**src/rtl/mpc_pkg.sv**
```systemverilog
// ============================================================================
//  Module   : mpc_pkg
//  Purpose  : Shared widths, opcode encodings and sequencer state type for
//             the mpc operation unit and its microprogram sequencer.
//  Revision : 1.0  initial release
// ============================================================================
`default_nettype none

package mpc_pkg;

    // Instruction and result widths of the mpc operation unit
    localparam int MPC_IW = 18;
    localparam int MPC_OW = 9;

    // Opcode encodings carried in instr[17:16]
    localparam logic [1:0] OP_00 = 2'b00;
    localparam logic [1:0] OP_01 = 2'b01;
    localparam logic [1:0] OP_10 = 2'b10;
    localparam logic [1:0] OP_11 = 2'b11;

    // Sequencer states
    typedef enum logic [2:0] {
        IDLE  = 3'd0,
        ISSUE = 3'd1,
        EXEC  = 3'd2,
        WAIT  = 3'd3,
        DONE  = 3'd4
    } state_t;

endpackage : mpc_pkg

`default_nettype wire

```
**src/rtl/mpc_seq_pmem.sv**
```systemverilog
// ============================================================================
//  Module   : mpc_seq_pmem
//  Purpose  : DEPTH x IW program store, synchronous write, asynchronous read.
//             Contents are never reset.
//  Revision : 1.0  initial release
// ============================================================================
`default_nettype none

module mpc_seq_pmem #(
    parameter int AW    = 4,
    parameter int DEPTH = 2**AW,
    parameter int IW    = 18
) (
    input  logic          clk,
    input  logic          i_we,
    input  logic [AW-1:0] i_wr_addr,
    input  logic [IW-1:0] i_wr_data,
    input  logic [AW-1:0] i_rd_addr,
    output logic [IW-1:0] o_rd_data
);

    logic [IW-1:0] r_mem [DEPTH];

    // Write port: one word per cycle when enabled
    always_ff @(posedge clk) begin
        if (i_we) begin
            r_mem[i_wr_addr] <= i_wr_data;
        end
    end

    assign o_rd_data = r_mem[i_rd_addr];

endmodule : mpc_seq_pmem

`default_nettype wire

```
**src/rtl/mpc_seq.sv**
```systemverilog
// ============================================================================
//  Module   : mpc_seq
//  Purpose  : Microprogram sequencer for the mpc operation unit. Runs a
//             loaded program one instruction at a time (ISSUE/EXEC/WAIT) and
//             hands each result downstream on a valid/ready handshake.
//  Options  : MPC_SEQ_ACC_EN adds o_acc_sum, a 16-bit wrapping sum of all
//             accepted results of the current run.
//  Revision : 1.0  initial release
// ============================================================================
`default_nettype none

module mpc_seq
    import mpc_pkg::*;
#(
    parameter int AW    = 4,
    parameter int DEPTH = 2**AW,
    parameter int IW    = MPC_IW,
    parameter int OW    = MPC_OW
) (
    input  logic          clk,
    input  logic          rst_n,
`ifdef MPC_SEQ_ACC_EN
    output logic [15:0]   o_acc_sum,
`endif
    input  logic          i_prog_we,
    input  logic [AW-1:0] i_prog_addr,
    input  logic [IW-1:0] i_prog_data,
    input  logic [AW:0]   i_prog_len,
    input  logic          i_start,
    output logic          o_busy,
    output logic          o_done,
    output logic [IW-1:0] o_mpc_instr,
    input  logic [OW-1:0] i_mpc_out,
    output logic          o_res_valid,
    input  logic          i_res_ready,
    output logic [OW-1:0] o_res_data,
    output logic [AW-1:0] o_res_idx
);

    state_t        r_state;
    logic [AW-1:0] r_pc;
    logic [AW:0]   r_len_q;
    logic [IW-1:0] r_mpc_instr;
    logic          r_res_valid;
    logic [OW-1:0] r_res_data;
    logic [AW-1:0] r_res_idx;
    logic          r_busy;
    logic          r_done;
`ifdef MPC_SEQ_ACC_EN
    logic [15:0]   r_acc_sum;
`endif

    logic          w_we;
    logic [IW-1:0] w_rd_data;
    logic [AW:0]   w_len_clamped;
    logic          w_last;

    // The store is only writable while no program is running
    assign w_we = i_prog_we && (r_state == IDLE);

    // Lengths beyond the store size run the whole store
    assign w_len_clamped = (i_prog_len > (AW+1)'(DEPTH)) ? (AW+1)'(DEPTH) : i_prog_len;

    // Final instruction of the run; pc never wraps past it
    assign w_last = ({1'b0, r_pc} == (r_len_q - (AW+1)'(1)));

    mpc_seq_pmem #(
        .AW    (AW),
        .DEPTH (DEPTH),
        .IW    (IW)
    ) u_pmem (
        .clk       (clk),
        .i_we      (w_we),
        .i_wr_addr (i_prog_addr),
        .i_wr_data (i_prog_data),
        .i_rd_addr (r_pc),
        .o_rd_data (w_rd_data)
    );

    // Sequencer FSM with all outputs registered
    always_ff @(posedge clk) begin
        if (!rst_n) begin
            r_state     <= IDLE;
            r_pc        <= '0;
            r_len_q     <= '0;
            r_mpc_instr <= '0;
            r_res_valid <= 1'b0;
            r_res_data  <= '0;
            r_res_idx   <= '0;
            r_busy      <= 1'b0;
            r_done      <= 1'b0;
`ifdef MPC_SEQ_ACC_EN
            r_acc_sum   <= '0;
`endif
        end else begin
            r_done <= 1'b0;
            unique case (r_state)
                IDLE: begin
                    if (i_start) begin
                        r_pc   <= '0;
                        r_busy <= 1'b1;
`ifdef MPC_SEQ_ACC_EN
                        r_acc_sum <= '0;
`endif
                        if (i_prog_len == '0) begin
                            // Empty program: straight to the done pulse
                            r_state <= DONE;
                            r_done  <= 1'b1;
                        end else begin
                            r_len_q <= w_len_clamped;
                            r_state <= ISSUE;
                        end
                    end
                end
                ISSUE: begin
                    r_mpc_instr <= w_rd_data;
                    r_state     <= EXEC;
                end
                EXEC: begin
                    // mpc has had a full cycle to settle on r_mpc_instr
                    r_res_data  <= i_mpc_out;
                    r_res_idx   <= r_pc;
                    r_res_valid <= 1'b1;
                    r_state     <= WAIT;
                end
                WAIT: begin
                    if (i_res_ready) begin
                        r_res_valid <= 1'b0;
`ifdef MPC_SEQ_ACC_EN
                        r_acc_sum <= r_acc_sum + 16'(r_res_data);
`endif
                        if (w_last) begin
                            r_state <= DONE;
                            r_done  <= 1'b1;
                        end else begin
                            r_pc    <= r_pc + AW'(1);
                            r_state <= ISSUE;
                        end
                    end
                end
                DONE: begin
                    r_busy  <= 1'b0;
                    r_state <= IDLE;
                end
                default: begin
                    r_busy  <= 1'b0;
                    r_state <= IDLE;
                end
            endcase
        end
    end

    assign o_busy      = r_busy;
    assign o_done      = r_done;
    assign o_mpc_instr = r_mpc_instr;
    assign o_res_valid = r_res_valid;
    assign o_res_data  = r_res_data;
    assign o_res_idx   = r_res_idx;
`ifdef MPC_SEQ_ACC_EN
    assign o_acc_sum   = r_acc_sum;
`endif

endmodule : mpc_seq

`default_nettype wire

```
**config.mk**
```make
export PLATFORM = sky130hd
export DESIGN_NAME = mpc_seq
export DESIGN_NICKNAME = d
export VERILOG_FILES = /design/src/rtl/mpc_pkg.sv /design/src/rtl/mpc_seq_pmem.sv /design/src/rtl/mpc_seq.sv
export SDC_FILE = /design/constraint.sdc
export NUM_CORES = 1
export LEC_CHECK = 0
export ABC_AREA = 0
export CAP_MARGIN = 20
export CORE_MARGIN = 2
export CORE_UTILIZATION = 63
export CTS_CLUSTER_SIZE = 10
export DETAILED_ROUTE_END_ITERATION = 10
export PLACE_DENSITY = 0.83
export SETUP_SLACK_MARGIN = 0.05
export SLEW_MARGIN = 20
export SYNTH_ARGS = -nofsm -noshare
export SYNTH_HDL_FRONTEND = slang
export SYNTH_SLANG_ARGS = --single-unit
```
**constraint.sdc**
```tcl
create_clock -name clk -period 6.3 [get_ports clk]
set_input_delay 1.89 -clock clk [delete_from_list [all_inputs] [get_ports clk]]
set_output_delay 1.89 -clock clk [all_outputs]
set_load 0.05 [all_outputs]
```
==> results of run 1 <==
==> synth_stat cells (8+ instances only) <==
cell type | n | share of area
mux2i_1 | 37 | 0.029
buf_2 | 10 | 0.0039
nand2_1 | 36 | 0.011
mux4_2 | 72 | 0.13
nor2_1 | 45 | 0.013
a21oi_1 | 40 | 0.016
dfxtp_1 | 46 | 0.073
nand3_1 | 8 | 0.0032
edfxtp_1 | 288 | 0.68
o21ai_0 | 20 | 0.0079
clkbuf_1 | 14 | 0.0041
==> worst reg2reg max path, stage by stage (launching register included) <==
cell	delay (ps)
dfxtp_2	650
buf_4	750
mux4_2	540
mux2i_1	290
nor2_1	80
a21oi_1	200
o21ai_0	130
==> metrics by stage <==
stage,power [mW],instances,instance area (µm²),setup slack (ps),utilization
global route,4.78,1052,14900,2480,0.758
global placement,2.70,988,13800,2210,0.700
CTS,4.67,1052,14900,2620,0.756
detailed placement,2.71,988,13800,2130,0.700
floorplan,2.61,672,12700,2290,-
finish,4.65,1052,14900,2650,0.758
==> final timing paths <==
path	slack, ps	end	cells after the start	startpoint
setup / recovery	2650	o_mpc_instr[2]	6	rst_n
hold / removal	460	o_res_idx[3]	2	o_res_idx[3]
setup reg to reg	3500	o_mpc_instr[7]	6	r_pc[1]
hold reg to reg	460	o_res_idx[3]	2	o_res_idx[3]
==> layer usage <==
metal,GRT usage,vias to the layer above,routed length (µm)
met5,0,-,0
met4,0.0893,0,718
met3,0.0596,60,2530
met2,0.434,425,13800
met1,0.375,3553,10800
li1,-,2873,-
==> layout by cell type (no fill, tap or decap), types with 2 or more instances in the layout <==
cell type        instances
a21oi_1                 40
a31oi_1                  2
buf_4                    9
clkbuf_1                20
clkbuf_16               40
clkdlybuf4s50_1         74
dfxtp_1                 43
dfxtp_2                  2
edfxtp_1               288
ha_1                     2
inv_1                    4
mux2i_1                 37
mux4_2                  72
nand2_1                 36
nand2b_1                 4
nand3_1                  8
nand4_1                  3
nor2_1                  33
nor2_2                   5
nor2_4                   7
nor3_1                   2
nor3_2                   5
nor3b_1                  5
o21ai_0                 20
o22ai_1                  2
or3_1                    3
or4_1                    2
xnor2_1                  5
==> cells by family (layout without fill, tap and decap cells) <==
logic type / count (synthesis) / in the layout / share of synthesized area
adder cells (fa/ha/maj): 2 / 2 / 0.00197
buffers and inverters: 36 / 151 / 0.0122
AND/OR/NAND/NOR: 117 / 117 / 0.0414
multiplexers: 109 / 109 / 0.157
AO/OA/AOI/OAI: 69 / 69 / 0.0306
XOR/XNOR: 5 / 5 / 0.00345
flip-flops: 334 / 334 / 0.753
==> state kept, by name, indices dropped and copies added, names as in the netlist <==
register and flops:
o_res_valid 1, r_state 3, o_mpc_instr 18, r_len_q 5, r_pc 4, o_done 1
o_busy 1, u_pmem.r_mem 288, o_res_idx 4, o_res_data 9
==> cell type report <==
| cell class | instances | area, µm² |
|---|---|---|
| sequential | 334 | 9580 |
| fill | 1072 | 4750 |
| multi-input combinational | 302 | 3070 |
| clock buffer | 60 | 1080 |
| timing repair buffer | 83 | 808 |
| tap | 265 | 332 |
| clock inverter | 4 | 33.8 |
| inverter | 4 | 15.0 |
==> power groups by stage <==
stage	clock, mW	combinational [mW]	sequential (mW)
finish	1.98	0.221	2.46
floorplan	0	0.0744	2.53
global route	2.08	0.235	2.46
global placement	0	0.206	2.49
CTS	2.00	0.219	2.45
detailed placement	0	0.216	2.50
==> out/metrics.cfg, run 1 <==
[detailed_routing]
ant_nets=0
routed_via_density=6.57
drc=0
totalWireLength_mm=27.9
drt_first_iter_violations=746
num_vias=6911
wl_per_cell_um=26.5
dr.pass1.iters=5

[synthesis]
syn_area_mm2=0.0127
async_reset_ff_frac=0
syn_avg_cell_area_um2=18.9
ys.flop_type=edfxtp_1
yosysWarnings=0
synth_edf_count=288
ys_ff_latch=334
syn_nets=715
syn_inst=672
synth_cell_types=33
synth_seq_area_share=0.753

[clock_tree]
h-tree-depth=2
cts_setup_buffers=0
clock_latency_ps=520
numCtsBuffers=39
post_cts_resized=0
clkSlewWorstSetupHoldPaths_ps=60
cts_hold_buf=0
cts_root_buf=clkbuf_16
cts_sinks=334
cts_tree=built
clock_path_buffers=3

[placed_design]
place_hpwl_mm=15.8
portBuffers=74
gp_congestion=0.786

[floorplanning]
core_mm2=0.0197
dieArea_mm2=0.0213
start_util=0.646
fp.dieH_um=146
num_rows=51
io_pins=75
die_w_um=146

[sta]
setup-tns-final_ps=0
timing.fmax_ghz=0.274
timing.final.crit_period_ps=3650
grt_setup_unrepaired=no
setup_viol=0
hold_violations=0
fin_crit_sh=0.579
tightest_slew_ps=1060
hold_slack_ps=459
fin_skew_ps=13.9
maxSlewViolCount=0
relSlewSlack=0.292

[worst_setup_path]
critPathKind=in -> reg
end_kind=register
crit_fanout=18
crit_arrival_ps=4060
path_delay_family=simple AND/OR/NAND/NOR gates
critPathLaunchType=input port
crit_buf_inv=1
crit_slowest_cell=clkdlybuf4s50_1
crit_path_max_incr_delay_ps=620
path_cells=clkdlybuf4s50_1 > nor4bb_1 > nand2b_1 > nor2_1 > a21oi_1 > o21ai_0
crit_required_ps=6710

[grt]
grtUsageTotal=0.269
grt_pass1_vias=7114
grt_pass1_wl_mm=42.7
grt_max_degree=60
antenna_found_initial=0
grt_overflow_total=0

[power]
seqPwrFrac=0.528
clkPwrFrac=0.425
power_frac_comb=0.047
power_density_mw_per_mm2=312
p_sw_frac=0.209
power.internal_mw=3.68
vdd_drop_max_mv=0.229
power_switching_mw=0.972
power.leakage_nw=4.53

[cells_and_area]
n_antenna_cell=0
drive_above_1_share=0.186
syn_to_final_growth_pct=17.4
nets=807

[run_status]
status=completed

[min_path]
hp-class=reg -> reg

[flow_run]
cap_violations=0

No activity file was read; power rests on OpenSTA's default activity.
==> run 2: changes to the inputs <==
CORE_UTILIZATION = 59   (was 63)
PLACE_DENSITY = 0.78   (was 0.83)
clock period = 3.78 ns   (was 6.3 ns; I/O delays follow)
==> run 2 against run 1 <==
Critical path depth is 5 lower. Sequential power increased by 66%. Final cell count grew 2.1%. Utilization shrank 4.6 points. Critical endpoint is now o_mpc_instr[16].
==> out/metrics.cfg, run 2 (synthesis results as in run 1) <==
[cells_and_area]
n_antenna_cell=0  ; unchanged
syn_to_final_growth_pct=18.2
top_register=u_pmem.r_mem
final_common_cell=edfxtp_1
nets=827  ; +2.5%
drive_above_1_share=0.207  ; +0.0210
largest_register_ffs=288  ; unchanged
final_cell_mix=edfxtp_1 (288), clkdlybuf4s50_1 (74), mux4_2 (72)

[sta]
grt_setup_unrepaired=no
setup_slack_ps=898  ; -1760 ps
hold_slack_ps=457  ; -2.14 ps
setup_viol=0  ; unchanged
fin_crit_sh=0.762
relSlewSlack=0.437  ; +0.146
timing.final.crit_period_ps=2880
timing.fmax_ghz=0.347
fin_skew_ps=17.6  ; +3.77 ps
tightest_slew_ps=844  ; -217 ps
hold_violations=0  ; unchanged
maxSlewViolCount=0  ; unchanged
setup-tns-final_ps=0  ; unchanged

[worst_setup_path]
crit_slowest_cell=clkdlybuf4s50_1
crit_arrival_ps=1750  ; -2310 ps
critPathLaunchType=register
path_cells=clkdlybuf4s50_1
path_delay_family=buffers and inverters
crit_path_max_incr_delay_ps=830  ; +210 ps
crit_required_ps=2650  ; -4060 ps
crit_fanout=2  ; -16
crit_buf_inv=1  ; unchanged
end_kind=output port
critPathKind=reg -> out

[run_status]
status=completed

[clock_tree]
cts_hold_buf=0  ; unchanged
clock_path_buffers=3  ; unchanged
cts_sinks=334  ; unchanged
cts_root_buf=clkbuf_16
cts_setup_buffers=0  ; unchanged
post_cts_resized=0  ; unchanged
numCtsBuffers=39  ; unchanged
cts_tree=built
clock_latency_ps=530  ; about the same
clkSlewWorstSetupHoldPaths_ps=60  ; about the same
h-tree-depth=2  ; unchanged

[grt]
grt_max_degree=55  ; -8.3%
grt_overflow_total=0  ; unchanged
grt_pass1_wl_mm=39.7  ; -6.9%
antenna_found_initial=0  ; unchanged
grtUsageTotal=0.241  ; -0.0280
grt_pass1_vias=6871  ; -3.4%

[detailed_routing]
dr.pass1.iters=4  ; -1
ant_nets=0  ; unchanged
wl_per_cell_um=24.7  ; -6.7%
drc=0  ; unchanged
drt_first_iter_violations=684  ; -8.3%
totalWireLength_mm=26.6  ; -4.7%
routed_via_density=6.22  ; -5.3%
num_vias=6684  ; -3.3%

[min_path]
hp-class=reg -> reg

[floorplanning]
core_mm2=0.0211  ; +7.3%
fp.dieH_um=151  ; +3.2%
dieArea_mm2=0.0227  ; +6.6%
num_rows=53  ; +3.9%
start_util=0.602  ; -0.0439
die_w_um=151  ; +3.2%
io_pins=75  ; unchanged

[placed_design]
dpl_worst_slack_ps=694  ; -1440 ps
place_hpwl_mm=15.7  ; -0.27%
gp_congestion=0.823  ; +4.7%
portBuffers=74  ; unchanged

[power]
power_mw=7.70  ; +65%
power.leakage_nw=4.62  ; +2.0%
vdd_drop_max_mv=0.366  ; +60%
power_density_mw_per_mm2=513  ; +64%

[flow_run]
cap_violations=0  ; unchanged

[run 2: path summary, 6_finish.rpt]
path,startpoint,endpoint,cells past startpoint,slack (ps)
setup / recovery,o_mpc_instr[16],o_mpc_instr[16],1,900
hold / removal,o_res_idx[2],o_res_idx[2],2,460
setup reg to reg,r_pc[2],o_done,5,1320
hold reg to reg,o_res_idx[2],o_res_idx[2],2,460
[run 2: per-layer routing]
layer	vias up	part of all wire	global-route usage
met4	0	0.020	0.0771
met3	41	0.071	0.0427
met2	305	0.52	0.405
met1	3436	0.39	0.327
met5	-	0	0
li1	2902	-	-
[run 2: through the flow]
step | utilization | cells | instance area, µm²
6_report | 0.712 | 1074 | 15000
5_1_grt | 0.712 | 1074 | 15000
4_1_cts | 0.712 | 1074 | 15000
3_5_place_dp | 0.661 | 1018 | 13900
3_3_place_gp | 0.661 | 1018 | 13900
2_1_floorplan | - | 672 | 12700
[run 2: layout make-up]
type	count	area, µm²
Tap cell	275	344
Sequential cell	334	9580
Timing Repair Buffer	103	971
Clock buffer	53	1050
Inverter	4	15.0
Fill cell	1239	6070
Multi-Input combinational cell	302	3030
Clock inverter	3	32.5
[run 2: report_power, final]
| part | switching [mW] | total, mW | internal [mW] |
|---|---|---|---|
| Clock | 1.33 | 3.24 | 1.92 |
| Combinational | 0.232 | 0.363 | 0.131 |
| Sequential | 0.0306 | 4.09 | 4.06 |
==> run 3: changes to the inputs <==
CORE_UTILIZATION = 53   (was 59)
PLACE_DENSITY = 0.74   (was 0.78)
clock period = 2.5 ns   (was 3.78 ns; I/O delays follow)
==> run 3 against run 2 <==
Hold slack improved by 1.5 ps. Clock skew down 7.1 ps. Critical path depth unchanged. Final cell count is 7.1% higher. Via count up 2.4%. Power rose by 56%. Design area increased by 3.1%. Combinational power grew 58%. Wire length rose by 3.7%. Sequential share of layout area decreased by 1.9 points. Register-to-register slack got worse by 1100 ps. Clock-buffer cell count rose by 18.
==> out/metrics.cfg, run 3 (synthesis results as in run 1) <==
[clock_tree]
clock_latency_ps=510  ; -20 ps
h-tree-depth=2  ; unchanged
cts_sinks=334  ; unchanged
cts_tree=built
clock_path_buffers=3  ; unchanged
cts_hold_buf=0  ; unchanged
cts_root_buf=clkbuf_16
clkSlewWorstSetupHoldPaths_ps=50  ; about the same
post_cts_resized=9  ; +9
numCtsBuffers=40  ; +2.6%
cts_setup_buffers=0  ; unchanged

[cells_and_area]
fin_cells=1150  ; +7.1%
final_common_cell=edfxtp_1
fin_util=0.660  ; -0.0525
nets=842  ; +1.8%
drive_above_1_share=0.219  ; +0.0125
syn_to_final_growth_pct=21.9
final_cell_mix=edfxtp_1 (288), mux4_2 (72), clkdlybuf4s50_1 (54)
finalInstanceArea_mm2=0.0155  ; +3.1%
n_antenna_cell=0  ; unchanged
largest_register_ffs=288  ; unchanged
top_register=u_pmem.r_mem

[power]
power.leakage_nw=5.02  ; +8.6%
seqPwrFrac=0.516  ; -0.015
power_frac_comb=0.048  ; about the same
p_sw_frac=0.207  ; +0.000590
vdd_drop_max_mv=0.505  ; +38%
power_density_mw_per_mm2=774  ; +51%
power_switching_mw=2.48  ; +56%
power.internal_mw=9.51  ; +56%
clkPwrFrac=0.436  ; +0.015

[sta]
relSlewSlack=0.320  ; -0.118
hold_slack_ps=458  ; +1.47 ps
setup-tns-final_ps=0  ; unchanged
maxSlewViolCount=0  ; unchanged
hold_violations=0  ; unchanged
grt_setup_unrepaired=no
timing.final.crit_period_ps=2410
setup_viol=0  ; unchanged
timing.fmax_ghz=0.416
fin_crit_sh=0.963
fin_skew_ps=10.5  ; -7.10 ps
tightest_slew_ps=1020  ; +177 ps

[run_status]
status=completed

[detailed_routing]
routed_via_density=5.95  ; -4.4%
drc=0  ; unchanged
dr.pass1.iters=5  ; +1
num_vias=6842  ; +2.4%
ant_nets=0  ; unchanged
drt_first_iter_violations=715  ; +4.5%
totalWireLength_mm=27.5  ; +3.7%
wl_per_cell_um=23.9  ; -3.2%

[grt]
grt_max_degree=41  ; -25%
antenna_found_initial=0  ; unchanged
grtUsageTotal=0.221  ; -0.0199
grt_pass1_vias=7131  ; +3.8%
grt_pass1_wl_mm=42.1  ; +6.1%
grt_overflow_total=0  ; unchanged

[floorplanning]
num_rows=56  ; +5.7%
die_w_um=159  ; +5.4%
start_util=0.541  ; -0.0612
core_mm2=0.0235  ; +11%
fp.dieH_um=159  ; +5.4%
io_pins=75  ; unchanged
dieArea_mm2=0.0252  ; +11%

[flow_run]
cap_violations=0  ; unchanged

[min_path]
hp-class=reg -> reg

[worst_setup_path]
crit_slowest_cell=clkdlybuf4s50_1
critPathKind=reg -> out
path_cells=clkdlybuf4s50_1
crit_required_ps=1750  ; -900 ps
crit_path_max_incr_delay_ps=810  ; -20 ps
critPathLaunchType=register
end_kind=output port
path_delay_family=buffers and inverters
crit_arrival_ps=1660  ; -90 ps
crit_fanout=2  ; unchanged
crit_buf_inv=1  ; unchanged

[placed_design]
portBuffers=74  ; unchanged
place_hpwl_mm=16.3  ; +4.0%
gp_congestion=0.802  ; -2.6%
placed_cells=1076  ; +5.7%
dpl-instance-area_mm2=0.0143  ; +2.4%

-- run 3: cell count changes in the layout (fill, tap and decap cells not counted), moves of 4 or more --
cell             previous run  this run
clkdlybuf4s50_1            74        54
clkbuf_1                   13        28
buf_12                      1        13
dlymetal6s2s_1              0        11
dlygate4sd2_1               0         9
nor3_2                      4         0
nor3_4                      0         4
-- run 3: area by class of cell --
type / count / area, µm²
clock inverters: 3 / 30.0
clock buffers: 71 / 1170
flip-flops and latches: 334 / 9580
inverters: 4 / 15.0
multi-input cells: 302 / 3050
fillers: 1509 / 7990
well taps: 319 / 399
repair buffers: 117 / 1240
-- run 3: worst register-to-register path, delay by kind of cell, from the launching register on --
kind,cells,cell delay [ps]
AO/OA/AOI/OAI,4,1310
flip-flops,1,400
adder cells (fa/ha/maj),1,250
AND/OR/NAND/NOR,1,200
buffers and inverters,1,60
-- run 3: final timing paths --
check | slack (ps) | from | cells past startpoint | end
worst max-delay path | 90 | o_res_valid | 1 | o_res_valid
worst min-delay path | 460 | o_res_idx[1] | 2 | o_res_idx[1]
worst max register to register | 210 | r_len_q[0] | 7 | r_state[2]
worst min register to register | 460 | o_res_idx[1] | 2 | o_res_idx[1]
-- run 3: power groups by stage --
stage          Sequential (mW)  Clock, mW  Combinational [mW]
2_1_floorplan             6.38          0               0.188
3_3_place_gp              6.29          0               0.554
3_5_place_dp              6.29          0               0.575
4_1_cts                   6.18       5.30               0.576
5_1_grt                   6.18       5.53               0.612
6_report                  6.18       5.23               0.573
-- run 3: routing by layer --
metal	vias up	GRT usage	part of all wire
met5	-	0	0
met4	0	0.0617	0.017
met3	31	0.0387	0.063
met2	273	0.369	0.51
met1	3584	0.305	0.41
li1	2954	-	-
-- run 3: per-stage QoR --
stage | total power, mW | setup slack [ps]
floorplan | 6.57 | 38.2
global placement | 6.84 | 60.8
detailed placement | 6.87 | 38.5
CTS | 12.1 | 51.5
global route | 12.3 | 52.9
finish | 12.0 | 93.3
